[config.mk]
export PLATFORM = sky130hd
export DESIGN_NAME = jk_counter
export DESIGN_NICKNAME = d
export VERILOG_FILES = /design/src/rtl/jk_counter_pkg.sv /design/src/rtl/jk_ff_sr.sv /design/src/rtl/jk_counter.sv
export SDC_FILE = /design/constraint.sdc
export NUM_CORES = 1
export LEC_CHECK = 0
export ABC_AREA = 1
export CORE_MARGIN = 4
export CORE_UTILIZATION = 44
export DETAILED_ROUTE_END_ITERATION = 6
export PLACE_DENSITY_LB_ADDON = 0.12
export SYNTH_ARGS = -nofsm -noshare
export SYNTH_HDL_FRONTEND = slang
export SYNTH_HIERARCHICAL = 1
export SYNTH_SLANG_ARGS = --single-unit
[constraint.sdc]
create_clock -name clk -period 1.5 [get_ports clk]
set_input_delay 0.3 -clock clk [delete_from_list [all_inputs] [get_ports clk]]
set_output_delay 0.3 -clock clk [all_outputs]
set_load 0.05 [all_outputs]
[src/rtl/jk_counter_pkg.sv]
// rtl/jk_counter_pkg.sv - mode encoding shared by the jk_counter slice
package jk_counter_pkg;

  typedef enum logic [1:0] {
    MODE_HOLD = 2'b00,
    MODE_UP   = 2'b01,
    MODE_DOWN = 2'b10,
    MODE_LOAD = 2'b11
  } mode_e;

endpackage

[src/rtl/jk_ff_sr.sv]
// rtl/jk_ff_sr.sv - single-bit JK flip-flop with synchronous active-high reset to 0
module jk_ff_sr (
  input  logic clk,
  input  logic rst,
  input  logic j,
  input  logic k,
  output logic q
);

  always_ff @(posedge clk) begin
    if (rst) begin
      q <= 1'b0;
    end else begin
      case ({j, k})
        2'b01:   q <= 1'b0;
        2'b10:   q <= 1'b1;
        2'b11:   q <= ~q;
        default: q <= q;
      endcase
    end
  end

endmodule

[src/rtl/jk_counter.sv]
// rtl/jk_counter.sv - modulo-N up/down/load counter on JK cells; JK_COUNTER_SATURATE_EN selects saturation instead of wrap
module jk_counter
  import jk_counter_pkg::*;
#(
  parameter int WIDTH = 4,
  parameter int MOD_N = 10
) (
  input  logic             clk,
  input  logic             rst,
  input  logic             en,
  input  logic [1:0]       mode,
  input  logic [WIDTH-1:0] d,
  output logic [WIDTH-1:0] q,
  output logic             tc,
  output logic             wrap
);

  generate
    if (WIDTH < 1 || WIDTH > 16) begin : g_bad_width
      $error("jk_counter: WIDTH must be in 1..16");
    end
    if (MOD_N < 2 || MOD_N > (1 << WIDTH)) begin : g_bad_mod
      $error("jk_counter: MOD_N must be in 2..2**WIDTH");
    end
  endgenerate

  // One extra bit so MOD_N == 2**WIDTH is representable.
  localparam logic [WIDTH:0] MOD_EXT  = (WIDTH + 1)'(MOD_N);
  localparam logic [WIDTH:0] LAST_EXT = (WIDTH + 1)'(MOD_N - 1);
  localparam logic [WIDTH:0] ONE_EXT  = (WIDTH + 1)'(1);

  logic [WIDTH:0]   q_ext;
  logic [WIDTH:0]   d_ext;
  logic [WIDTH:0]   nxt_ext;
  logic [WIDTH-1:0] nxt;
  logic [WIDTH-1:0] j;
  logic [WIDTH-1:0] k;
  logic             wrap_nxt;

  assign q_ext = {1'b0, q};
  assign d_ext = {1'b0, d};

  always_comb begin
    nxt_ext  = q_ext;
    wrap_nxt = 1'b0;
    if (en) begin
      case (mode)
        MODE_UP: begin
          if (q_ext == LAST_EXT) begin
`ifdef JK_COUNTER_SATURATE_EN
            nxt_ext = LAST_EXT;
`else
            nxt_ext  = '0;
            wrap_nxt = 1'b1;
`endif
          end else begin
            nxt_ext = q_ext + ONE_EXT;
          end
        end
        MODE_DOWN: begin
          if (q_ext == '0) begin
`ifdef JK_COUNTER_SATURATE_EN
            nxt_ext = '0;
`else
            nxt_ext  = LAST_EXT;
            wrap_nxt = 1'b1;
`endif
          end else begin
            nxt_ext = q_ext - ONE_EXT;
          end
        end
        MODE_LOAD: begin
          nxt_ext = (d_ext < MOD_EXT) ? d_ext : LAST_EXT;
        end
        default: begin
          nxt_ext = q_ext;
        end
      endcase
    end
  end

  // The carry bit can never be set for a legal MOD_N; clamping keeps q in range regardless.
  assign nxt = nxt_ext[WIDTH] ? LAST_EXT[WIDTH-1:0] : nxt_ext[WIDTH-1:0];

  assign j = nxt & ~q;
  assign k = ~nxt & q;

  generate
    for (genvar i = 0; i < WIDTH; i++) begin : g_bit
      jk_ff_sr u_cell (
        .clk (clk),
        .rst (rst),
        .j   (j[i]),
        .k   (k[i]),
        .q   (q[i])
      );
    end
  endgenerate

  assign tc = en && (((mode == MODE_UP) && (q_ext == LAST_EXT)) ||
                     ((mode == MODE_DOWN) && (q_ext == '0)));

  always_ff @(posedge clk) begin
    if (rst) begin
      wrap <= 1'b0;
    end else begin
      wrap <= wrap_nxt;
    end
  end

endmodule
==> results.cfg, run 1 <==
[outcome]
status = complete, but fails checks
violations = negative setup slack

[critical_path]
startpoint = g_bit[0].u_cell/q
r2r_start = g_bit[1].u_cell/q
worstSetupEndpointType = output pin
cpPeakStageDelay_ps = 370
arrival_ps = 1320
r2r-end = g_bit[1].u_cell/q
path_cells = inv_2 -> ha_4 -> nand3_2 -> o21ai_4 -> nand2_2 -> inv_4 -> buf_12
reg2reg_depth = 11
required_ps = 1200
start_kind = flip-flop
cp.depth = 7
cp_max_fo = 5
setup.worst_path.end = tc
critPathTopFamily = flip-flops
crit_slowest_cell = dfxtp_4
path_class = flip-flop to output pin
critPathBufInv = 3
r2r_slack_ps = -90

[drt]
drcViolationCount = 0
ant_nets = 0
vias = 856
avgViaCountPerCell = 5.157
drt-wirelength-per-cell_um = 12.36
drt_iter0_drc = 11
first_pass_iters = 5
totalWireLength_mm = 2.051

[placed_design]
dpl.cell_count = 156
globalplace.congestion = 0.9132
place_ws_ps = -568.6
dpl.hpwl_mm = 1.479
numPortBuffers = 14
placed_cell_area_um2 = 1012

[logic_synthesis]
synthMuxAreaShare = 0
ys_ff_latch = 5
synth_cell_type_count = 19
ys_warn_count = 6
synth_fa_ha_area_frac = 0.1296
syn_nets = 129
synth_compound_area_frac = 0.07407
synthXorXnorAreaFrac = 0
synth-simple-area-share = 0.5111
seq_area_frac_synth = 0.1481
synth_area_per_cell_um2 = 5.979
synth_top_family_by_area = simple AND/OR/NAND/NOR gates
syn_area_um2 = 675.6
synthCells = 113

[cts]
clock-sinks = 5
path_clk_slew_ps = 50
cts_buffer_depth = 2
hold_buffers = 0
cts_tree = done
cts-buffers-inserted = 3
h-tree-depth = 1
root_buffer = clkbuf_4
clk-insertion-delay-late_ps = 240

[timing]
finClkSkew_ps = 10.01
final.setup.tns_ps = -303.5
hold_viol_final = 0
max_freq_ghz = 0.6176
timing.hold.ws_ps = 685.4
period_needed_ps = 1619
fin_crit_sh = 1.080
finalSetupViolCount = 5
finalWorstSetupSlack_ps = -119.3
slew_violations = 0
rsz0062_at_grt = yes
tightestPinTransition_ps = 209.3
maxSlewHeadroom = 0.8600

[global_routing]
gr-total-overflow = 0
grt_pass1_vias = 859
grt_max_degree = 8
grt_antenna_before_repair = 0
gr-usage-all-layers = 0.2131
grt_pass1_wl_mm = 3.387

[power_and_ir_drop]
cellPowerDensity_nw_per_um2 = 627.1
p_leak_nw = 0.5855
irDropWorstVdd_mv = 0.5436
finalPower_uw = 746.2

[floorplan]
io_pins = 15
dieArea_um2 = 2226
core_um2 = 1366
die_x_um = 47.19
start_util = 0.4945
fp.dieH_um = 47.19
rows = 13

[min_path]
worstHoldPathCells = 5
hp-class = input port to flip-flop

[finish]
layout_commonest_cell = nand2_1
layout_common_cells = nand2_1 (26), buf_4 (20), nor2_1 (16)
drive_gt1_frac = 0.4834
fillCellCount = 71
fin_cells = 166
num_antenna_cells = 0
num-nets-final = 168
fin_util = 0.8709
area_growth_syn_to_layout_pct = 76.11
design_area_um2 = 1190

[run]
cap_violations = 0
cells in the mapped netlist:
cell type	instances	area share
a31oi_1	1	0.0093
dfxtp_1	5	0.15
nand3_2	3	0.044
o211ai_1	1	0.011
nor2_2	4	0.037
inv_1	16	0.089
inv_2	5	0.028
a21oi_2	3	0.039
nor3_4	1	0.024
nand3_1	10	0.074
inv_4	1	0.0093
nand2_1	29	0.16
buf_4	1	0.011
nand3b_2	1	0.017
ha_1	7	0.13
nor2_1	16	0.089
nand4_1	3	0.028
nand2_2	4	0.037
o21ai_1	2	0.015
final cells by class:
| class | count | area [um^2] | share of cell area |
|---|---|---|---|
| multi-input cells | 85 | 581.8 | 0.4890 |
| repair buffers | 35 | 360.3 | 0.3028 |
| flip-flops and latches | 5 | 110.1 | 0.09253 |
| inverters | 22 | 92.59 | 0.07781 |
| clock buffers | 4 | 26.28 | 0.02208 |
| well taps | 15 | 18.77 | 0.01577 |
worst register-to-register path, stage by stage (launching register included):
cell	delay (ps)
dfxtp_4	370
buf_4	120
ha_2	200
nand2_2	80
inv_2	60
nand2_2	70
nor3_4	170
inv_2	90
a21oi_2	150
nand2_1	70
nand2_1	60
nor2_1	50
metal layers:
metal	share of wire	global-route usage	vias to the layer above
met5	0	0	-
met4	0.011	0.03315	0
met3	0.044	0.07663	4
met2	0.54	0.4228	25
met1	0.40	0.2117	400
li1	-	-	427
repair_timing:
item	4_1_cts	5_1_grt
gates resized for setup	22	6
pin swaps	8	6
setup endpoints to repair	5	5
cloned	0	0
buffers inserted	5	1
flip-flops by register name (all words and copies together), names as in the netlist:
| signal | count |
|---|---|
| wrap | 1 |
| g_bit.u_cell/q | 4 |
worst min path at each step:
stage	startpoint	slack (ps)	end
after global routing	mode[1]	720	wrap
after CTS	mode[1]	690	wrap
final	mode[1]	690	wrap
after global placement	g_bit[2].u_cell/q	670	g_bit[2].u_cell/q
after detailed placement	g_bit[0].u_cell/q	690	g_bit[0].u_cell/q
after floorplan	rst	370	wrap
logic make-up after synthesis:
| family | count (synthesis) |
|---|---|
| adder cells (fa/ha/maj) | 7 |
| AND/OR/NAND/NOR | 71 |
| buffers and inverters | 23 |
| flip-flops | 5 |
| AO/OA/AOI/OAI | 7 |
where the power goes:
group / switching, mW / total, mW / internal, mW
clock network: 0.0573 / 0.158 / 0.101
registers: 0.0264 / 0.173 / 0.147
logic: 0.220 / 0.415 / 0.195
Power figures use the tool's default switching activity.
==> inputs of run 2 (changes only) <==
- CORE_UTILIZATION: 44 -> 45
- CTS_BUF_LIST: not set -> sky130_fd_sc_hd__clkbuf_16
- SYNTH_HIERARCHICAL: 1 -> not set
==> run 2 against run 1 <==
  * The run still ends with negative setup slack left
  * Register-to-register slack got worse by 240 ps
  * Wire length increased by 37%
  * Clock-buffer cell count decreased by 1
  * Fmax decreased by 12%
  * Worst setup slack got worse by 210 ps
  * Clock power increased to 2.9 times the previous value
  * Combinational power increased to 4.2 times the previous value
  * Power increased to 3.3 times the previous value
  * Hold slack got worse by 26 ps
  * Largest power group unchanged
==> results.cfg, run 2 <==
[outcome]
status = complete, but fails checks
violations = negative setup slack

[floorplan]
core_um2 = 1506
io_pins = 15
rows = 14
die_x_um = 47.85
start_util = 0.4743
dieArea_um2 = 2289
fp.dieH_um = 47.85

[timing]
maxSlewHeadroom = 0.7886
final.setup.tns_ps = -1346
rsz0062_at_grt = yes
finClkSkew_ps = 4.371
tightestPinTransition_ps = 316.1
fin_crit_sh = 1.221
finalWorstSetupSlack_ps = -331.3
max_freq_ghz = 0.5461
period_needed_ps = 1831
timing.hold.ws_ps = 659.2
finalSetupViolCount = 5
hold_viol_final = 0
slew_violations = 0

[cts]
h-tree-depth = 1
clock-sinks = 5
cts-buffers-inserted = 3
hold_buffers = 0
cts_tree = done
path_clk_slew_ps = 40
cts_buffer_depth = 2
clk-insertion-delay-late_ps = 230
root_buffer = clkbuf_16

[finish]
area_growth_syn_to_layout_pct = 90.19
fin_cells = 153
largest_reg_flops = 4
num_antenna_cells = 0
top_regs = g_bit.u_cell.q (4), wrap (1)
design_area_um2 = 1359
fin_util = 0.9020
layout_commonest_cell = nand2_1
regArea_um2 = 108.9
fillCellCount = 66
layout_common_cells = nand2_1 (19), buf_4 (15), nor2_1 (10)
multiInputGateArea_um2 = 715.7
num-nets-final = 159
drive_gt1_frac = 0.5693
regMostFlops = g_bit.u_cell.q

[logic_synthesis]
seq_area_frac_synth = 0.1401
synth-simple-area-share = 0.4168
syn_nets = 127
synth_area_per_cell_um2 = 6.740
async_reset_ff_frac = 0
ys_ff_latch = 5
yosys-top-cells-area = ha_1 (21%), dfxtp_1 (14%), nand2_1 (11%)
synth_top_area_cell = ha_1
synthCells = 106
synthXorXnorAreaFrac = 0.01226
ys_warn_count = 0
synth-edff-count = 0
synth_cell_type_count = 23
synth_most_common_cell = nand2_1
synthMuxAreaShare = 0
synth_fa_ha_area_frac = 0.2102
synth_common_cells = nand2_1 (20), nor2_1 (17), ha_1 (12)
syn_area_um2 = 714.4
synth_compound_area_frac = 0.08581
synth_top_family_by_area = simple AND/OR/NAND/NOR gates
synth_flop_cell = dfxtp_1
yosys.area.top_type_share = 0.2102

[global_routing]
gr-usage-all-layers = 0.2313
gr-total-overflow = 0
grt_pass1_vias = 792
grt_antenna_before_repair = 0
grt_max_degree = 11
grt_pass1_wl_mm = 3.574

[placed_design]
dpl.hpwl_mm = 1.562
place_ws_ps = -712.9
dpl.cell_count = 146
globalplace.congestion = 0.8155
placed_cell_area_um2 = 1094
numPortBuffers = 14

[drt]
drt_iter0_drc = 41
drt-wirelength-per-cell_um = 18.41
first_pass_iters = 4
vias = 885
drcViolationCount = 0
ant_nets = 0
avgViaCountPerCell = 5.784
totalWireLength_mm = 2.816

[power_and_ir_drop]
cellPowerDensity_nw_per_um2 = 1801
irDropWorstVdd_mv = 1.713
finalPower_mw = 2.447
p_leak_nw = 0.5764

[min_path]
hp-start = g_bit[3].u_cell.q
hp-class = flip-flop to flip-flop

[critical_path]
path_cells = inv_6 -> ha_4 -> inv_2 -> nand4_1 -> nand2_1 -> nand2_1 -> o21ai_1 -> nor2_1 -> ha_1 -> a211oi_2
critPathTopFamily = adder cells
startpoint = g_bit[0].u_cell.q
start_kind = flip-flop
cp_max_fo = 4
crit_top_cell = nand2_1
crit_slowest_cell = dfxtp_4
r2r_start = g_bit[0].u_cell.q
path_class = flip-flop to flip-flop
worstSetupEndpointType = flip-flop
arrival_ps = 1970
required_ps = 1640
cpPeakStageDelay_ps = 400
critPathBufInv = 2

[run]
cap_violations = 0
run 2: changes by cell type in the layout (fill, tap and decap cells not counted), sizes merged, moves of 2 or more:
cell	delta
nand2	-11
a211oi	+4
ha	+5
buf	-2
nor2	+2
inv	-10
run 2: final cells by class:
cell class,instances,area share
Multi-Input combinational cell,83,0.5267
Timing Repair Buffer,33,0.2772
Sequential cell,5,0.08011
Clock buffer,3,0.05525
Inverter,12,0.04236
Tap cell,16,0.01473
Clock inverter,1,0.003683
run 2: path summary, 6_finish.rpt:
| path | to | slack (ps) | cells after the start |
|---|---|---|---|
| worst min register to register | g_bit[3].u_cell.q | 660 | 3 |
| worst min-delay path | g_bit[3].u_cell.q | 660 | 3 |
| worst max-delay path | g_bit[1].u_cell.q | -330 | 10 |
| worst max register to register | g_bit[1].u_cell.q | -330 | 10 |
run 2: metal layers:
metal | track usage | wire [um] | part of all wire | vias up
li1 | - | - | - | 407
met4 | 0.1129 | 142 | 0.050 | 0
met3 | 0.06767 | 190 | 0.067 | 20
met2 | 0.4011 | 1458 | 0.52 | 48
met5 | 0 | 0 | 0 | -
met1 | 0.2544 | 1025 | 0.36 | 410
run 2: logic make-up (layout without fill, tap and decap cells):
kind of cell | count (synthesis) | after routing
AOI/OAI and AO/OA | 9 | 9
xor gates and xnor gates | 1 | 1
adders and majority gates | 12 | 12
buffers and inverters | 18 | 49
DFF | 5 | 5
and+or+nand+nor | 61 | 61
run 2: what timing repair did:
item / 4_1_cts / 5_1_grt
gates resized for setup: 19 / 23
buffers inserted: 2 / 1
pin swaps: 11 / 10
gates cloned: 0 / 0
setup endpoints to repair: 6 / 5
run 2: where the power goes:
group / internal (mW) / switching [mW]
sequential: 0.192 / 0.0715
combinational: 0.802 / 0.930
clock: 0.349 / 0.102
run 2: worst min-delay path: stages, from the launching register on:
cell	delay [ps]
dfxtp_1	320
buf_12	150
inv_2	70
a211oi_1	60
==> inputs of run 3 (changes only) <==
- REMOVE_ABC_BUFFERS: not set -> 1
==> run 3 against run 2 <==
  * The flow still finishes with violations (negative setup slack)
  * Clock skew shrank 4.1 ps
  * Flip-flop and latch count stayed put
  * Final area rose by 0.55%
  * Cell count increased by 2.6%
  * Critical path type unchanged
  * Largest power group unchanged
==> results.cfg, run 3 (synthesis results as in run 2) <==
[timing]
max_freq_ghz = 0.5320
period_needed_ps = 1880
slew_violations = 0
tightestPinTransition_ps = 296.5
fin_crit_sh = 1.253
final.setup.tns_ps = -1516
finalSetupViolCount = 5
finClkSkew_ps = 0.2915
rsz0062_at_grt = yes
hold_viol_final = 0
maxSlewHeadroom = 0.8017
finalWorstSetupSlack_ps = -379.5
timing.hold.ws_ps = 635.9

[drt]
drt_iter0_drc = 88
vias = 953
totalWireLength_mm = 3.193
ant_nets = 0
first_pass_iters = 5
drcViolationCount = 0
drt-wirelength-per-cell_um = 20.34
avgViaCountPerCell = 6.070

[min_path]
hp-class = input port to flip-flop

[global_routing]
gr-total-overflow = 0
grt_pass1_vias = 845
grt_pass1_wl_mm = 3.760
grt_max_degree = 10
grt_antenna_before_repair = 0
gr-usage-all-layers = 0.2347

[critical_path]
cpPeakStageDelay_ps = 350
worstSetupEndpointType = flip-flop
crit_slowest_cell = dfxtp_2
start_kind = flip-flop
required_ps = 1600
arrival_ps = 1980
path_cells = clkinv_4 -> ha_4 -> nand2_2 -> nand2_1 -> nand2_1 -> nand3_2 -> nor2_2 -> nor2_1 -> ha_1 -> nor2_2 -> a211oi_2
path_class = flip-flop to flip-flop
critPathBufInv = 1
critPathTopFamily = simple AND/OR/NAND/NOR gates
cp_max_fo = 4

[cts]
h-tree-depth = 1
root_buffer = clkbuf_16
clock-sinks = 5
clk-insertion-delay-late_ps = 230
cts-buffers-inserted = 3
cts_tree = done
hold_buffers = 0
path_clk_slew_ps = 30
cts_buffer_depth = 2

[power_and_ir_drop]
cellPowerDensity_nw_per_um2 = 1882
switching_share = 0.4586
power.internal_mw = 1.392
irDropWorstVdd_mv = 1.547
p_leak_nw = 0.6079
clockPowerShare = 0.168
p_switching_mw = 1.179
seq_power_share = 0.091
power.share.combinational = 0.741

[run]
cap_violations = 0

[finish]
top_regs = g_bit.u_cell.q (4), wrap (1)
area_growth_syn_to_layout_pct = 91.24
layout_commonest_cell = buf_4
regMostFlops = g_bit.u_cell.q
fillCellCount = 52
layout_common_cells = buf_4 (18), nand2_1 (17), nor2_1 (10)
num-nets-final = 163
drive_gt1_frac = 0.5816
num_antenna_cells = 0
largest_reg_flops = 4

[outcome]
violations = negative setup slack
status = complete, but fails checks

[floorplan]
core_um2 = 1506
start_util = 0.4743
fp.dieH_um = 47.85
die_x_um = 47.85
rows = 14
io_pins = 15
dieArea_um2 = 2289

[placed_design]
numPortBuffers = 14
dpl.hpwl_mm = 1.394
place_ws_ps = -749.3
globalplace.congestion = 0.8480
[run 3: routing by layer]
layer  track usage  vias to the layer above  wire length [um]
met2        0.4380                       92              1580
met1        0.2599                      426              1118
met3       0.06391                       21               352
li1              -                      414                 -
met4       0.05376                        0               142
met5             0                        -                 0
[run 3: worst paths after layout]
kind	from	end	slack, ps	cells past startpoint
hold / removal	mode[0]	wrap	640	5
hold reg to reg	g_bit[0].u_cell.q	g_bit[0].u_cell.q	720	3
setup reg to reg	g_bit[1].u_cell.q	g_bit[0].u_cell.q	-380	11
setup / recovery	g_bit[1].u_cell.q	g_bit[0].u_cell.q	-380	11
[run 3: cell type report]
type,instances,area (um^2),share of cell area
multi-input cells,83,714.4,0.5229
repair buffers,37,392.9,0.2875
flip-flops and latches,5,105.1,0.07692
clock buffers,3,75.07,0.05495
inverters,12,55.05,0.04029
well taps,16,20.02,0.01465
clock inverters,1,3.754,0.002747
[run 3: power by group through the flow]
stage	Combinational, mW	Clock (mW)	Sequential (mW)
2_1_floorplan	0.521	0	0.430
3_3_place_gp	1.29	0	0.207
3_5_place_dp	1.32	0	0.207
4_1_cts	1.54	0.429	0.228
5_1_grt	1.98	0.443	0.241
6_report	1.91	0.431	0.234
[run 3: tightest hold or removal path: stages]
cell	delay (ps)
buf_2	140
inv_2	100
ha_1	160
nand2_2	60
nor2_2	60
[run 3: stage by stage]
| stage | total power [mW] | std cells | area, um^2 | util |
|---|---|---|---|---|
| floorplan | 0.9508 | 100 | 665.6 | - |
| global placement | 1.501 | 148 | 1033 | 0.6860 |
| detailed placement | 1.532 | 148 | 1033 | 0.6860 |
| CTS | 2.199 | 155 | 1262 | 0.8380 |
| global route | 2.666 | 157 | 1366 | 0.9070 |
| finish | 2.571 | 157 | 1366 | 0.9070 |
[run 3: timing repair]
item | in CTS | in global routing
setup endpoints to repair | 6 | 6
setup buffers | 3 | 2
pin swaps | 18 | 21
resized for setup | 42 | 23
